File: config.mk
export PLATFORM = sky130hd
export DESIGN_NAME = lamp_sequence_monitor
export DESIGN_NICKNAME = d
export VERILOG_FILES = /design/src/rtl/lamp_pkg.sv /design/src/rtl/sat_counter.sv /design/src/rtl/lamp_sequence_monitor.sv
export SDC_FILE = /design/constraint.sdc
export NUM_CORES = 1
export LEC_CHECK = 0
export CORE_MARGIN = 4
export CORE_UTILIZATION = 55
export DETAILED_ROUTE_END_ITERATION = 8
export HOLD_SLACK_MARGIN = 0.06
export PLACE_DENSITY_LB_ADDON = 0.05
export SYNTH_ARGS = -nofsm -noshare
export SYNTH_HDL_FRONTEND = slang
export SYNTH_HIERARCHICAL = 1
export SYNTH_SLANG_ARGS = --single-unit
export TNS_END_PERCENT = 20
File: constraint.sdc
create_clock -name clock -period 3.56 [get_ports clock]
set_clock_uncertainty 0.1 [all_clocks]
set_input_delay 0.89 -clock clock [delete_from_list [all_inputs] [get_ports clock]]
set_output_delay 0.89 -clock clock [all_outputs]
set_load 0.03 [all_outputs]
File: src/rtl/lamp_pkg.sv
// Shared lamp-bus codes, phase encodings and monitor state enum.
// Used by the lamp sequence monitor and the cyclic lamp controller.
package lamp_pkg;

    localparam logic [2:0] LIGHT_RED    = 3'b100;
    localparam logic [2:0] LIGHT_GREEN  = 3'b010;
    localparam logic [2:0] LIGHT_YELLOW = 3'b001;

    typedef enum logic [1:0] {
        PH_RED     = 2'd0,
        PH_GREEN   = 2'd1,
        PH_YELLOW  = 2'd2,
        PH_INVALID = 2'd3
    } phase_t;

    typedef enum logic [1:0] {
        ST_HUNT,
        ST_RED,
        ST_GREEN,
        ST_YELLOW
    } mon_state_t;

    function automatic phase_t decode_light(input logic [2:0] code);
        case (code)
            LIGHT_RED:    return PH_RED;
            LIGHT_GREEN:  return PH_GREEN;
            LIGHT_YELLOW: return PH_YELLOW;
            default:      return PH_INVALID;
        endcase
    endfunction

    function automatic phase_t state_phase(input mon_state_t st);
        case (st)
            ST_RED:    return PH_RED;
            ST_GREEN:  return PH_GREEN;
            ST_YELLOW: return PH_YELLOW;
            default:   return PH_INVALID;
        endcase
    endfunction

    // Successor state in the legal R->G->Y->R cycle.
    function automatic mon_state_t next_state_in_cycle(input mon_state_t st);
        case (st)
            ST_RED:    return ST_GREEN;
            ST_GREEN:  return ST_YELLOW;
            ST_YELLOW: return ST_RED;
            default:   return ST_HUNT;
        endcase
    endfunction

endpackage

File: src/rtl/sat_counter.sv
// Saturating up-counter with synchronous clear; clear together with inc loads 1.
module sat_counter #(
    parameter int W = 8
) (
    input  logic         clock,
    input  logic         reset,
    input  logic         clear,
    input  logic         inc,
    output logic [W-1:0] count
);

    always_ff @(posedge clock) begin
        if (reset) begin
            count <= '0;
        end else if (clear) begin
            count <= inc ? W'(1) : '0;
        end else if (inc && (count != {W{1'b1}})) begin
            count <= count + W'(1);
        end
    end

endmodule

File: src/rtl/lamp_sequence_monitor.sv
// Receive-side checker for the one-hot lamp bus: locks onto R->G->Y->R,
// counts completed cycles and flags code, order and dwell-time violations.
//
// state     | meaning
// ST_HUNT   | no legal sequence tracked; waiting for Red
// ST_RED    | tracking Red phase
// ST_GREEN  | tracking Green phase
// ST_YELLOW | tracking Yellow phase
module lamp_sequence_monitor
    import lamp_pkg::*;
#(
    parameter int MIN_DWELL = 1,
    parameter int MAX_DWELL = 1,
    parameter int DW        = 8,
    parameter int CW        = 8,
    parameter int EW        = 8
) (
    input  logic          clock,
    input  logic          reset,
    input  logic [0:2]    light,
    output logic [1:0]    phase,
    output logic          locked,
    output logic          code_err,
    output logic          seq_err,
    output logic          dwell_err,
    output logic [CW-1:0] cycle_count,
    output logic [EW-1:0] err_count
);

    mon_state_t    state, state_nx;
    phase_t        phase_q, sample_ph, cur_ph, exp_ph;
    logic          code_nx, seq_nx, dwell_nx;
    logic          dwell_clear, dwell_inc, cyc_inc, err_inc;
    logic [DW-1:0] dwell;

    always_ff @(posedge clock) begin
        if (reset) begin
            state     <= ST_HUNT;
            phase_q   <= PH_INVALID;
            code_err  <= 1'b0;
            seq_err   <= 1'b0;
            dwell_err <= 1'b0;
        end else begin
            state     <= state_nx;
            phase_q   <= sample_ph;
            code_err  <= code_nx;
            seq_err   <= seq_nx;
            dwell_err <= dwell_nx;
        end
    end

    always_comb begin
        sample_ph   = decode_light(light);
        cur_ph      = state_phase(state);
        exp_ph      = state_phase(next_state_in_cycle(state));
        state_nx    = state;
        code_nx     = 1'b0;
        seq_nx      = 1'b0;
        dwell_nx    = 1'b0;
        dwell_clear = 1'b0;
        dwell_inc   = 1'b0;
        cyc_inc     = 1'b0;

        if (state == ST_HUNT) begin
            if (sample_ph == PH_RED) begin
                state_nx    = ST_RED;
                dwell_clear = 1'b1;
                dwell_inc   = 1'b1;
            end else if (sample_ph == PH_INVALID) begin
                code_nx = 1'b1;
            end
        end else if (sample_ph == PH_INVALID) begin
            code_nx     = 1'b1;
            state_nx    = ST_HUNT;
            dwell_clear = 1'b1;
        end else if (sample_ph == cur_ph) begin
            dwell_inc = 1'b1;
            // dwell only ever passes MAX_DWELL once per phase, so this fires once
            dwell_nx  = (dwell == DW'(MAX_DWELL));
        end else if (sample_ph == exp_ph) begin
            state_nx    = next_state_in_cycle(state);
            dwell_clear = 1'b1;
            dwell_inc   = 1'b1;
            dwell_nx    = (dwell < DW'(MIN_DWELL));
            cyc_inc     = (state == ST_YELLOW);
        end else begin
            seq_nx      = 1'b1;
            dwell_clear = 1'b1;
            // an unexpected Red is still a valid cycle start, so resync at once
            if (sample_ph == PH_RED) begin
                state_nx  = ST_RED;
                dwell_inc = 1'b1;
            end else begin
                state_nx  = ST_HUNT;
            end
        end

        err_inc = code_nx | seq_nx | dwell_nx;
    end

    sat_counter #(.W(DW)) u_dwell (
        .clock (clock),
        .reset (reset),
        .clear (dwell_clear),
        .inc   (dwell_inc),
        .count (dwell)
    );

    sat_counter #(.W(CW)) u_cycle (
        .clock (clock),
        .reset (reset),
        .clear (1'b0),
        .inc   (cyc_inc),
        .count (cycle_count)
    );

    sat_counter #(.W(EW)) u_err (
        .clock (clock),
        .reset (reset),
        .clear (1'b0),
        .inc   (err_inc),
        .count (err_count)
    );

    assign phase  = phase_q;
    assign locked = (state != ST_HUNT);

endmodule

==> run_results.csv, run 1 <==
group,metric,value,unit
place,dp.cells,337,
power,peakVddDrop,237,uV
critical_path,crit_path_top_delay_cell,"or4_4",
critical_path,reg2reg_slack,0.55,ns
detailed_routing,final_antenna_net_count,0,
detailed_routing,wl_per_cell,13.6,um
synth,async_reset_ff_share,0,%
critical_path,crit_type,"primary input to flip-flop",
global_route,groute.usage.overall,22.6,%
critical_path,cp.depth,11,
detailed_routing,dr.pass1.iters,4,
place,gp_congestion,0.892,
clock_network,clock_sinks,31,
synth,syn_avg_cell_area,8.28,um2
clock_network,tritoncts,"yes",
power,leakage,0.998,nW
cells_and_area,antennaDiodeCount,0,
cells_and_area,areaGrowthSynthToFinish,28.0,%
timing,rsz0062_at_grt,"false",
critical_path,crit_top_cell,"buf_4",
place,dp.final_hpwl,3380,um
die,top_level_ports,27,
clock_network,clockBufferDepth,2,
global_route,grt_max_degree,16,
critical_path,start_kind,"primary input",
synth,synthDistinctLibCells,56,
die,fp-row-count,21,
timing,fin_crit_sh,93.8,%
clock_network,clk_latency,0.33,ns
clock_network,cts_made_buffers,5,
synth,synth_area,2000,um2
critical_path,crit_buf_inv,3,
synth,synth_largest_area_cell,"dfxtp_1",
critical_path,worst_ep_required_time,3.67,ns
synth,synth-edff-count,0,
die,core,3420,um2
die,die_y,68.4,um
synth,synth_top_area_share,31.0,%
outcome,status,"complete, no violations",
critical_path,cp_cell_sequence,"clkdlybuf4s50_1 > buf_4 > or4_4 > o21ai_2 > a21o_1 > nor3_1 > o32ai_1 > buf_4 > and4_1 > a21oi_1 > a2111oi_1",
power,design_power_total,0.812,mW
synth,ys.flop_type,"dfxtp_1",
critical_path,arrival,3.46,ns
cells_and_area,fin_cells,345,
global_route,grt_pass1_vias,1907,
worst_hold_path,hp-class,"flip-flop to flip-flop",
die,dieArea,4670,um2
global_route,overflow,0,
detailed_routing,wl,4700,um
synth,synth-seq-cells,31,
timing,worst_pin_slew,0.593,ns
timing,period_needed,3.34,ns
cells_and_area,nets,309,
clock_network,cts_root_buf,"clkbuf_4",
timing,relSlewSlack,60.3,%
critical_path,worst-path-max-fanout,10,
die,die_w,68.4,um
critical_path,slowest_delay,0.53,ns
run,cap_violations,0,
detailed_routing,vias,2030,
cells_and_area,final_cell_mix,"dfxtp_1, clkdlybuf4s50_1, buf_4",
timing,setup_viol,0,
synth,synthTopCellsByArea,"dfxtp_1, mux2i_1, a31oi_1",
synth,yosys_warnings,6,
power,power_density,316,nW/um2
cells_and_area,layout_commonest_cell,"dfxtp_1",
detailed_routing,viasPerCell,5.88,
place,portBuffers,26,
critical_path,worstRegToRegCells,11,
timing,hold_viol,0,
synth,ys_seq_area_share,31.0,%
critical_path,critPathTopFamily,"compound AO/OA/AOI/OAI gates",
critical_path,end_kind,"flip-flop",
critical_path,r2r-start,"state[0]",
global_route,antenna_found_initial,0,
detailed_routing,first_iter_violations,163,
timing,drv_slew,0,
clock_network,h-tree-depth,2,
die,initial_core_util,58.7,%
critical_path,critPathCapture,"u_dwell/count[5]",
cells_and_area,drive_gt1_share,15.4,%
cells_and_area,final_core_util,75.1,%
critical_path,crit_start,"light[2]",
timing,hold_slack,0.438,ns
critical_path,r2r-end,"u_dwell/count[5]",
global_route,grt_pass1_wl,8280,um
timing,fmax,0.299,GHz
detailed_routing,drc,0,
clock_network,clkSlewWorstSetupHoldPaths,0.11,ns
synth,syn-instance-count,242,
## cell usage after synthesis, types with 2 or more instances
| master | n |
|---|---|
| nor4b_1 | 2 |
| or3_1 | 3 |
| nor4_1 | 5 |
| a2111oi_1 | 3 |
| a21oi_1 | 14 |
| a31o_2 | 3 |
| dfxtp_1 | 31 |
| a211oi_1 | 3 |
| nor3_1 | 3 |
| ha_1 | 6 |
| nor2b_1 | 4 |
| o311ai_0 | 3 |
| inv_1 | 17 |
| nand3_1 | 8 |
| o21ai_0 | 10 |
| nand2b_1 | 4 |
| nand2_1 | 21 |
| xnor2_1 | 2 |
| buf_2 | 2 |
| a31oi_1 | 13 |
| buf_4 | 4 |
| nor2_1 | 12 |
| and3_2 | 3 |
| and4_1 | 7 |
| and3_1 | 4 |
| mux2i_1 | 9 |
| xor2_1 | 2 |
| nand4_1 | 9 |
| o41ai_1 | 4 |
| and2_1 | 3 |
| nand4b_1 | 3 |
## metrics by stage
step	setup slack [ns]	setup TNS, ns	cell area, um2
floorplan	0.508	0	2040
global placement	-0.0583	-0.112	2470
detailed placement	-0.103	-0.242	2470
CTS	0.235	0	2550
global route	0.0700	0	2570
finish	0.219	0	2570
## how the worst min path moves through the flow
stage | slack [ns] | start | cells after the start | end
after floorplan | 0.37 | u_dwell/count[1] | 2 | u_dwell/count[1]
after global placement | 0.40 | u_err/count[1] | 2 | u_err/count[1]
after detailed placement | 0.41 | u_dwell/count[1] | 2 | u_dwell/count[1]
after CTS | 0.43 | u_err/count[1] | 2 | u_err/count[1]
after global routing | 0.46 | state[0] | 2 | state[0]
final | 0.44 | u_cycle/count[1] | 2 | u_cycle/count[1]
## final cells by class
type | instances | area, um2
clock buffer | 6 | 51.3
clock inverter | 2 | 35.0
fill | 260 | 850
inverter | 17 | 63.8
multi-input combinational | 195 | 1310
sequential | 31 | 621
tap | 46 | 57.6
timing repair buffer | 48 | 425
## routing by layer
layer	wire, um	global-route usage [%]	share of wire, %
met1	2120	28.5	45
met2	2250	38.3	48
met3	263	5.42	5.6
met4	60	5.96	1.3
met5	0	0	0
## registers in the layout (all words and copies together), names as in the netlist
register,cells
u_cycle/count,8
u_dwell/count,8
u_err/count,8
phase,2
state,2
code_err,1
dwell_err,1
seq_err,1
## timing repair
| action | 4_1_cts | 5_1_grt |
|---|---|---|
| resized for setup | 0 | 2 |
| setup buffers | 0 | 0 |
| setup endpoints to repair | 0 | 2 |
| hold buffers | 0 | 0 |
## tightest hold or removal path, delay by kind of cell (launching register included)
| kind | cells | cell delay, ns |
|---|---|---|
| AND/OR/NAND/NOR | 1 | 0.07 |
| multiplexers | 1 | 0.06 |
| flip-flops | 1 | 0.37 |
## where the power goes
group | internal [mW] | switching, mW
Clock | 0.166 | 0.129
Combinational | 0.0726 | 0.0832
Sequential | 0.354 | 0.00716
## cells by family (layout without fill, tap and decap cells)
group / count (synthesis) / after routing / share of synthesized area [%]
adder cells (fa/ha/maj): 7 / 7 / 4.31
other: 1 / 10 / 0.187
XOR/XNOR: 4 / 4 / 1.75
buffers and inverters: 25 / 73 / 5.93
AND/OR/NAND/NOR: 99 / 99 / 29.5
flip-flops: 31 / 31 / 31.0
AO/OA/AOI/OAI: 66 / 66 / 22.9
multiplexers: 9 / 9 / 4.49
Power figures use the tool's default switching activity.
==> run 2: changes to the inputs <==
--- a/config.mk
+++ b/config.mk
@@ -5,11 +5,14 @@
 export SDC_FILE = /design/constraint.sdc
 export NUM_CORES = 1
 export LEC_CHECK = 0
+export CAP_MARGIN = 20
 export CORE_MARGIN = 4
 export CORE_UTILIZATION = 55
 export DETAILED_ROUTE_END_ITERATION = 8
+export GPL_ROUTABILITY_DRIVEN = 0
 export HOLD_SLACK_MARGIN = 0.06
 export PLACE_DENSITY_LB_ADDON = 0.05
+export SLEW_MARGIN = 20
 export SYNTH_ARGS = -nofsm -noshare
 export SYNTH_HDL_FRONTEND = slang
 export SYNTH_HIERARCHICAL = 1
==> results of run 2 <==
The final DEF is identical to that of run 1; final timing and power are the same.
